$ cat src/rtl/polar_piso_buf_if.sv
// Handshake bundle for the polar encoder PISO buffer: parallel load side,
// serial output side and occupancy status.
interface polar_piso_buf_if #(
  parameter int N = 1024
);
  logic         in_valid;
  logic         in_ready;
  logic [N-1:0] in_data;
  logic         out_valid;
  logic         out_ready;
  logic         out_bit;
  logic         out_sop;
  logic         out_eop;
  logic [1:0]   level;
  logic         empty;
  logic         full;

  // Producer/consumer side: offers codewords, accepts serial bits.
  modport master (
    output in_valid, in_data, out_ready,
    input  in_ready, out_valid, out_bit, out_sop, out_eop, level, empty, full
  );

  // Buffer side.
  modport slave (
    input  in_valid, in_data, out_ready,
    output in_ready, out_valid, out_bit, out_sop, out_eop, level, empty, full
  );
endinterface

$ cat src/rtl/polar_piso_buf.sv
// Ping-pong parallel-in/serial-out buffer. Two N-bit slots: one shifts out
// while the other is refilled, so back-to-back frames stream without gaps.
// All outputs decode registered state; in_ready never depends on out_ready.
module polar_piso_buf #(
  parameter int N         = 1024,
  parameter bit MSB_FIRST = 1'b0
) (
  input  logic             clk,
  input  logic             reset,
  polar_piso_buf_if.slave  bus
);
  localparam int CNT_W = $clog2(N);
  localparam logic [CNT_W-1:0] LAST_IDX = CNT_W'(N - 1);

  logic [N-1:0]     slot_q [2];
  logic [1:0]       vld_q, vld_d;
  logic             wsel_q, wsel_d;
  logic             rsel_q, rsel_d;
  logic [CNT_W-1:0] cnt_q, cnt_d;

  logic             load;
  logic             beat;
  logic             last;
  logic [CNT_W-1:0] idx;

  assign bus.in_ready  = ~vld_q[wsel_q];
  assign bus.out_valid = vld_q[rsel_q];

  assign load = bus.in_valid & ~vld_q[wsel_q];
  assign beat = vld_q[rsel_q] & bus.out_ready;
  assign last = (cnt_q == LAST_IDX);

  // Bit order is fixed at elaboration; the counter always runs upward.
  assign idx = MSB_FIRST ? (LAST_IDX - cnt_q) : cnt_q;

  assign bus.out_bit = vld_q[rsel_q] ? slot_q[rsel_q][idx] : 1'b0;
  assign bus.out_sop = vld_q[rsel_q] & (cnt_q == '0);
  assign bus.out_eop = vld_q[rsel_q] & last;

  assign bus.level = {1'b0, vld_q[0]} + {1'b0, vld_q[1]};
  assign bus.empty = (vld_q == 2'b00);
  assign bus.full  = (vld_q == 2'b11);

  // Next-state: a load and a final beat always target different slots
  // (load needs vld[wsel]=0, beat needs vld[rsel]=1), so both may apply.
  always_comb begin
    vld_d  = vld_q;
    wsel_d = wsel_q;
    rsel_d = rsel_q;
    cnt_d  = cnt_q;
    if (beat) begin
      if (last) begin
        cnt_d         = '0;
        vld_d[rsel_q] = 1'b0;
        rsel_d        = ~rsel_q;
      end else begin
        cnt_d = cnt_q + 1'b1;
      end
    end
    if (load) begin
      vld_d[wsel_q] = 1'b1;
      wsel_d        = ~wsel_q;
    end
  end

  // Control state; reset drops both queued and in-flight frames.
  always_ff @(posedge clk) begin
    if (reset) begin
      vld_q  <= 2'b00;
      wsel_q <= 1'b0;
      rsel_q <= 1'b0;
      cnt_q  <= '0;
    end else begin
      vld_q  <= vld_d;
      wsel_q <= wsel_d;
      rsel_q <= rsel_d;
      cnt_q  <= cnt_d;
    end
  end

  // Slot storage is data only: captured on a transfer, never cleared.
  always_ff @(posedge clk) begin
    if (load && !reset) begin
      slot_q[wsel_q] <= bus.in_data;
    end
  end
endmodule
$ cat src/flat_wrapper.sv
// flat-port wrapper written by rule: the top's interface ports become plain ports
module polar_piso_buf_flat 
#(
  parameter int N         = 1024,
  parameter bit MSB_FIRST = 1'b0
)
  (clk, reset, bus_in_valid, bus_in_data, bus_out_ready, bus_in_ready, bus_out_valid, bus_out_bit, bus_out_sop, bus_out_eop, bus_level, bus_empty, bus_full);
  polar_piso_buf_if #(.N(N)) bus_i ();
  input  logic clk;
  input  logic reset;
  input wire logic [$bits(bus_i.in_valid)-1:0] bus_in_valid;
  input wire logic [$bits(bus_i.in_data)-1:0] bus_in_data;
  input wire logic [$bits(bus_i.out_ready)-1:0] bus_out_ready;
  output wire logic [$bits(bus_i.in_ready)-1:0] bus_in_ready;
  output wire logic [$bits(bus_i.out_valid)-1:0] bus_out_valid;
  output wire logic [$bits(bus_i.out_bit)-1:0] bus_out_bit;
  output wire logic [$bits(bus_i.out_sop)-1:0] bus_out_sop;
  output wire logic [$bits(bus_i.out_eop)-1:0] bus_out_eop;
  output wire logic [$bits(bus_i.level)-1:0] bus_level;
  output wire logic [$bits(bus_i.empty)-1:0] bus_empty;
  output wire logic [$bits(bus_i.full)-1:0] bus_full;
  assign bus_i.in_valid = bus_in_valid;
  assign bus_i.in_data = bus_in_data;
  assign bus_i.out_ready = bus_out_ready;
  assign bus_in_ready = bus_i.in_ready;
  assign bus_out_valid = bus_i.out_valid;
  assign bus_out_bit = bus_i.out_bit;
  assign bus_out_sop = bus_i.out_sop;
  assign bus_out_eop = bus_i.out_eop;
  assign bus_level = bus_i.level;
  assign bus_empty = bus_i.empty;
  assign bus_full = bus_i.full;
  polar_piso_buf #(.N(N), .MSB_FIRST(MSB_FIRST)) u_core (.clk(clk), .reset(reset), .bus(bus_i));
endmodule
$ cat config.mk
export PLATFORM = sky130hd
export DESIGN_NAME = polar_piso_buf_flat
export DESIGN_NICKNAME = d
export VERILOG_FILES = /design/src/rtl/polar_piso_buf_if.sv /design/src/rtl/polar_piso_buf.sv /design/src/flat_wrapper.sv
export SDC_FILE = /design/constraint.sdc
export NUM_CORES = 2
export LEC_CHECK = 0
export BUFFER_PORTS_ARGS = -buffer_cell sky130_fd_sc_hd__clkbuf_2
export CAP_MARGIN = 15
export CORE_MARGIN = 5
export CORE_UTILIZATION = 49
export CTS_BUF_LIST = sky130_fd_sc_hd__clkbuf_2
export CTS_CLUSTER_DIAMETER = 150
export DETAILED_ROUTE_END_ITERATION = 8
export PLACE_DENSITY = 0.69
export SLEW_MARGIN = 40
export SYNTH_ARGS = -nofsm -noshare
export SYNTH_HDL_FRONTEND = slang
export SYNTH_SLANG_ARGS = --single-unit
$ cat constraint.sdc
create_clock -name clk -period 198.4 [get_ports clk]
set_input_delay 9.92 -clock clk [delete_from_list [all_inputs] [get_ports clk]]
set_output_delay 9.92 -clock clk [all_outputs]
set_load 0.005 [all_outputs]
# Word-level counts from Yosys, hierarchy flattened
# Memories as Yosys holds them, arrays and structs flattened. A register that Yosys moved wholly into a read port is not among the register bits.
# Cells that the tools add are included.
dict set report word_totals {
  reg_bits 14
  ram_bits 2048
  word_cells 50
  n_memories 1
  input_bits 1028
}
dict set report op_classes {
  reduce_logical 7
  magnitude_cmp 5
  eq_ne 2
  muxes 19
  add_sub_neg 2
  n_bitwise 10
}
# memory depth word_bits rd rd_clocked_by_memory_dff wr line_no
set memory_table {}
lappend memory_table {u_core.slot_q 2 1024 1 1 1 polar_piso_buf.sv:15} ;# logic [N-1:0] slot_q [2];
# op count
set op_table {}
lappend op_table {{1-bit 2-to-1 mux} 12}
lappend op_table {{10-bit by 11-bit less-than comparator with 1-bit output (second input constant)} 1}
lappend op_table {{10-bit by 1-bit adder with 10-bit output (second input constant)} 1}
lappend op_table {{1-bit binary-select mux with 10-bit select} 1}
lappend op_table {{10-bit == test (second input constant)} 1}
lappend op_table {{10-bit zero test} 1}
lappend op_table {{10-bit 2-to-1 mux} 1}
lappend op_table {{2-bit 2-to-1 mux} 3}
lappend op_table {{1-bit AND} 4}
lappend op_table {{1-bit by 2-bit less-than comparator with 1-bit output (second input constant)} 2}
lappend op_table {{1-bit logical AND} 3}
lappend op_table {{1-bit inverter} 3}
lappend op_table {{1-bit by 1-bit adder with 2-bit output} 1}
lappend op_table {{2-bit AND} 1}
lappend op_table {{1-bit demux with 1-bit select} 2}
lappend op_table {{2-bit == test (second input constant)} 1}
lappend op_table {{1-bit greater-or-equal comparator (second input constant)} 2}
lappend op_table {{2-bit zero test} 1}
lappend op_table {{2-bit inverter} 1}
lappend op_table {{2-bit bitwise OR} 1}
lappend op_table {{2-bit AND reduction} 1}
lappend op_table {{1-bit zero test} 1}

# Depth between registers and ports, before layout
dict set report depth {
  depth_word 10
  depth_mapped 14
  depth_no_buf 8
}

# Worst setup path before layout
# No wires, ideal clock.
dict set report synth_timing {
  path_kind {input -> register}
  startpoint {input port reset}
  endpoint {memory u_core.slot_q[1][0], enable pin}
  setup_time_ns 3.887
  cell_stages 4
  t_arrival_ns 83.601
  path_buffers 1
  required_ns 194.513
  path_slack_ns 110.913
  cell_sequence {clkbuf_1 > inv_1 > nand2_1 > nor3b_1}
}
dict set report synth_between {
  elab_chain_len 4
}
# item line_no
set synth_rtl {}
lappend synth_rtl {{from (decl)} flat_wrapper.sv:10} ;# input logic reset;
lappend synth_rtl {{1-bit zero test} polar_piso_buf.sv:83} ;# if (load && !reset) begin
lappend synth_rtl {{1-bit logical AND} polar_piso_buf.sv:83}
lappend synth_rtl {{1-bit 2-to-1 mux} polar_piso_buf.sv:83}
lappend synth_rtl {{1-bit 2-to-1 mux (implied by the code)} polar_piso_buf.sv:84} ;# slot_q[wsel_q] <= bus.in_data;
lappend synth_rtl {{to (decl)} polar_piso_buf.sv:15}
# No other way between the ends.

==> impl_metrics.csv <==
group,metric,value,unit
critical_path,crit_arrival,7.33,ns
sta,hold_viol_final,0,
yosys,ys_top_cells_by_area,"edfxtp_1 (77%), mux4_2 (12%), mux4_1 (2.4%)",
critical_path,cp_max_fo,80,
power,vdd_drop_max,0.00000660,V
die,core_area,162000,um^2
yosys,syn_area,79800,um^2
grt,antenna_found_initial,170,
cts,clk_pin_slew,0.10,ns
critical_path,slowest_delay,0.76,ns
yosys,yosysWarnings,0,
grt,grt_pass1_vias,46200,
critical_path,path_delay_family,"buffers and inverters",
flow_run,maxCapViolCount,0,
place,dp_hpwl,177000,um
yosys,synth_async_sr_flop_share,0,%
die,rows,148,
power,switching_power,203,uW
drt,first_pass_iters,5,
yosys,ys_types,80,
sta,tns,0,ns
finish,layout-drive-gt1-share,45.2,%
finish,syn2layout_area_growth,15.4,%
cts,numCtsBuffers,532,
cts,tritoncts,"yes",
sta,rsz0062_at_grt,"false",
cts,cts-htree-levels,6,
drt,post_drt_via_cell_ratio,5.83,
yosys,synthCells,3505,
drt,wl_per_cell,33.2,um
drt,dr_wl_met2,128000,um
die,start_util,49.1,%
run_status,status,"complete, no violations",
sta,skew,0.117,ns
yosys,synth_top_area_cell,"edfxtp_1",
critical_path,cp.required,188.48,ns
min_path,min_path_type,"flop to flop",
critical_path,path_buf_inv,4,
sta,slew_headroom,12.9,%
die,die_x,414,um
power,cellPowerDensity,9.03,nW/um^2
cts,insertion_delay,1.82,ns
drt,dr.max_layer_used,"met5",
grt,grt.overflow.total,0,
yosys,ys_ff_latch,2063,
critical_path,crit_slowest_cell,"dfxtp_4",
cts,ctsHoldBuffers,0,
yosys,synth_edf_count,2048,
cts,clock_sinks,2063,
critical_path,cp-end-kind,"output pin",
finish,nets,6000,
drt,route.detailed.drc,0,
finish,layout_common_cells,"edfxtp_1 (2048), clkbuf_2 (1776), mux4_2 (417)",
power,p_int,629,uW
drt,drt-total-wl,251000,um
grt,grt_max_degree,117,
power,clkPwrFrac,33.0,%
grt,grt_pass1_wl,339000,um
critical_path,path_cells,"buf_12, buf_6, buf_4, mux4_1, a22oi_1, a21oi_1, or2_2, a211oi_1, o311ai_0, a2bb2oi_2, a32oi_1, clkbuf_2",
sta,fmaxAchievable,58.0,MHz
critical_path,start_kind,"flop",
sta,hold_slack,0.538,ns
power,p_leak,0.0316,uW
yosys,synth_nets,4537,
die,ios,1037,
sta,drv_slew,0,
cts,post_cts_buffers,0,
yosys,yosysSeqAreaShare,77.4,%
cts,cts_buffer_depth,4,
critical_path,worst-setup-path-type,"flop to output pin",
power,pwr-share-seq,60.4,%
sta,worst_pin_slew,1.31,ns
drt,ant_nets,0,
die,die_h,414,um
drt,dr_total_vias,44100,
yosys,yosysTopAreaCellShare,77.1,%
power,swShare,24.4,%
cts,cts_resized,0,
die,die_area,171000,um^2
finish,final_common_cell,"edfxtp_1",
cts,cts-root-buf,"clkbuf_2",
place,routabilityCongestion,0.814,
yosys,ys.flop_type,"edfxtp_1",
critical_path,rrSetupSlack,194.43,ns
place,io_buffers,1036,
sta,period_minus_slack,17.25,ns
sta,setup_violations,0,
drt,wl_met1,90200,um
sta,period_share,8.69,%
drt,dr_wl_met3,22900,um
grt,grtUsageTotal,28.9,%
yosys,syn-mean-instance-area,22.8,um^2
power,p_comb_share,6.6,%
drt,drtIter0Drc,4648,
## path summary, 6_finish.rpt
kind / endpoint / cells after the start / from
worst max-delay path: bus_out_bit / 12 / flop
worst min register to register: flop / 2 / u_core.rsel_q
worst max register to register: u_core.slot_q[1][865] / 5 / u_core.wsel_q
worst min-delay path: flop / 2 / u_core.rsel_q
## sequential cells by signal, indices dropped and copies added, names as in the netlist, named ones only
name and count:
u_core.vld_q 2, u_core.cnt_q 10, u_core.wsel_q 1, u_core.slot_q 2048, u_core.rsel_q 1
## final cells by class
class,instances,area (um^2)
inverters,9,41.3
well taps,2175,2720
fillers,12500,70300
clock inverters,109,616
flip-flops and latches,2063,61800
diodes,112,280
clock buffers,740,3700
multi-input cells,1238,16600
repair buffers,1124,6320
## worst min-delay path, stage by stage (launching register included)
cell     delay (ns)
dfxtp_1        0.36
nand2_1        0.09
a21oi_1        0.06
## cells in the mapped netlist, types with 12 or more instances
| cell | instances |
|---|---|
| buf_2 | 37 |
| a211oi_1 | 13 |
| o21ai_0 | 27 |
| o211ai_1 | 12 |
| nand4_1 | 14 |
| buf_4 | 23 |
| a31oi_1 | 14 |
| mux2i_1 | 128 |
| mux4_2 | 417 |
| nand2_1 | 126 |
| clkbuf_1 | 58 |
| a22oi_1 | 84 |
| dfxtp_1 | 15 |
| buf_6 | 25 |
| a21oi_1 | 49 |
| buf_8 | 19 |
| edfxtp_1 | 2048 |
| nand3_1 | 40 |
| nor2_1 | 43 |
| mux2_2 | 15 |
| mux4_1 | 73 |
| clkbuf_8 | 12 |
## through the flow
stage | utilization, % | setup slack, ns | area [um^2] | std cells | total power [uW]
global route | 56.6 | 180.41 | 92000 | 7524 | 866
CTS | 56.5 | 180.40 | 91700 | 7456 | 838
detailed placement | 53.8 | 182.58 | 87400 | 6607 | 567
finish | 56.7 | 181.15 | 92100 | 7570 | 831
global placement | 53.6 | 182.58 | 87000 | 6595 | 564
floorplan | - | 110.91 | 79800 | 3505 | 587
## routing by layer
layer | up-vias | track usage (%)
li1 | 18400 | -
met1 | 22700 | 34.9
met2 | 2416 | 48.3
met3 | 551 | 9.09
met4 | 60 | 12.8
met5 | - | 0
## logic make-up (layout without fill, tap and decap cells)
kind of cell    count (synthesis)  after routing  synth area share (%)
fa+ha+maj                       4              4                0.0627
xor+xnor                        8              8                0.0878
buf+inv                       204           1982                  1.96
simple gates                  297            297                  1.77
flops                        2063           2063                  77.4
compound gates                296            296                  2.70
other cells                     0            112                     0
mux                           633            633                  16.0
## power by group through the flow
stage          logic (uW)  clock network [uW]  registers [uW]
2_1_floorplan        26.1                   0             561
3_3_place_gp         52.3                   0             512
3_5_place_dp         54.3                   0             513
4_1_cts              54.4                 281             503
5_1_grt              57.5                 305             504
6_report             54.5                 274             502
Power figures use the tool's default switching activity.
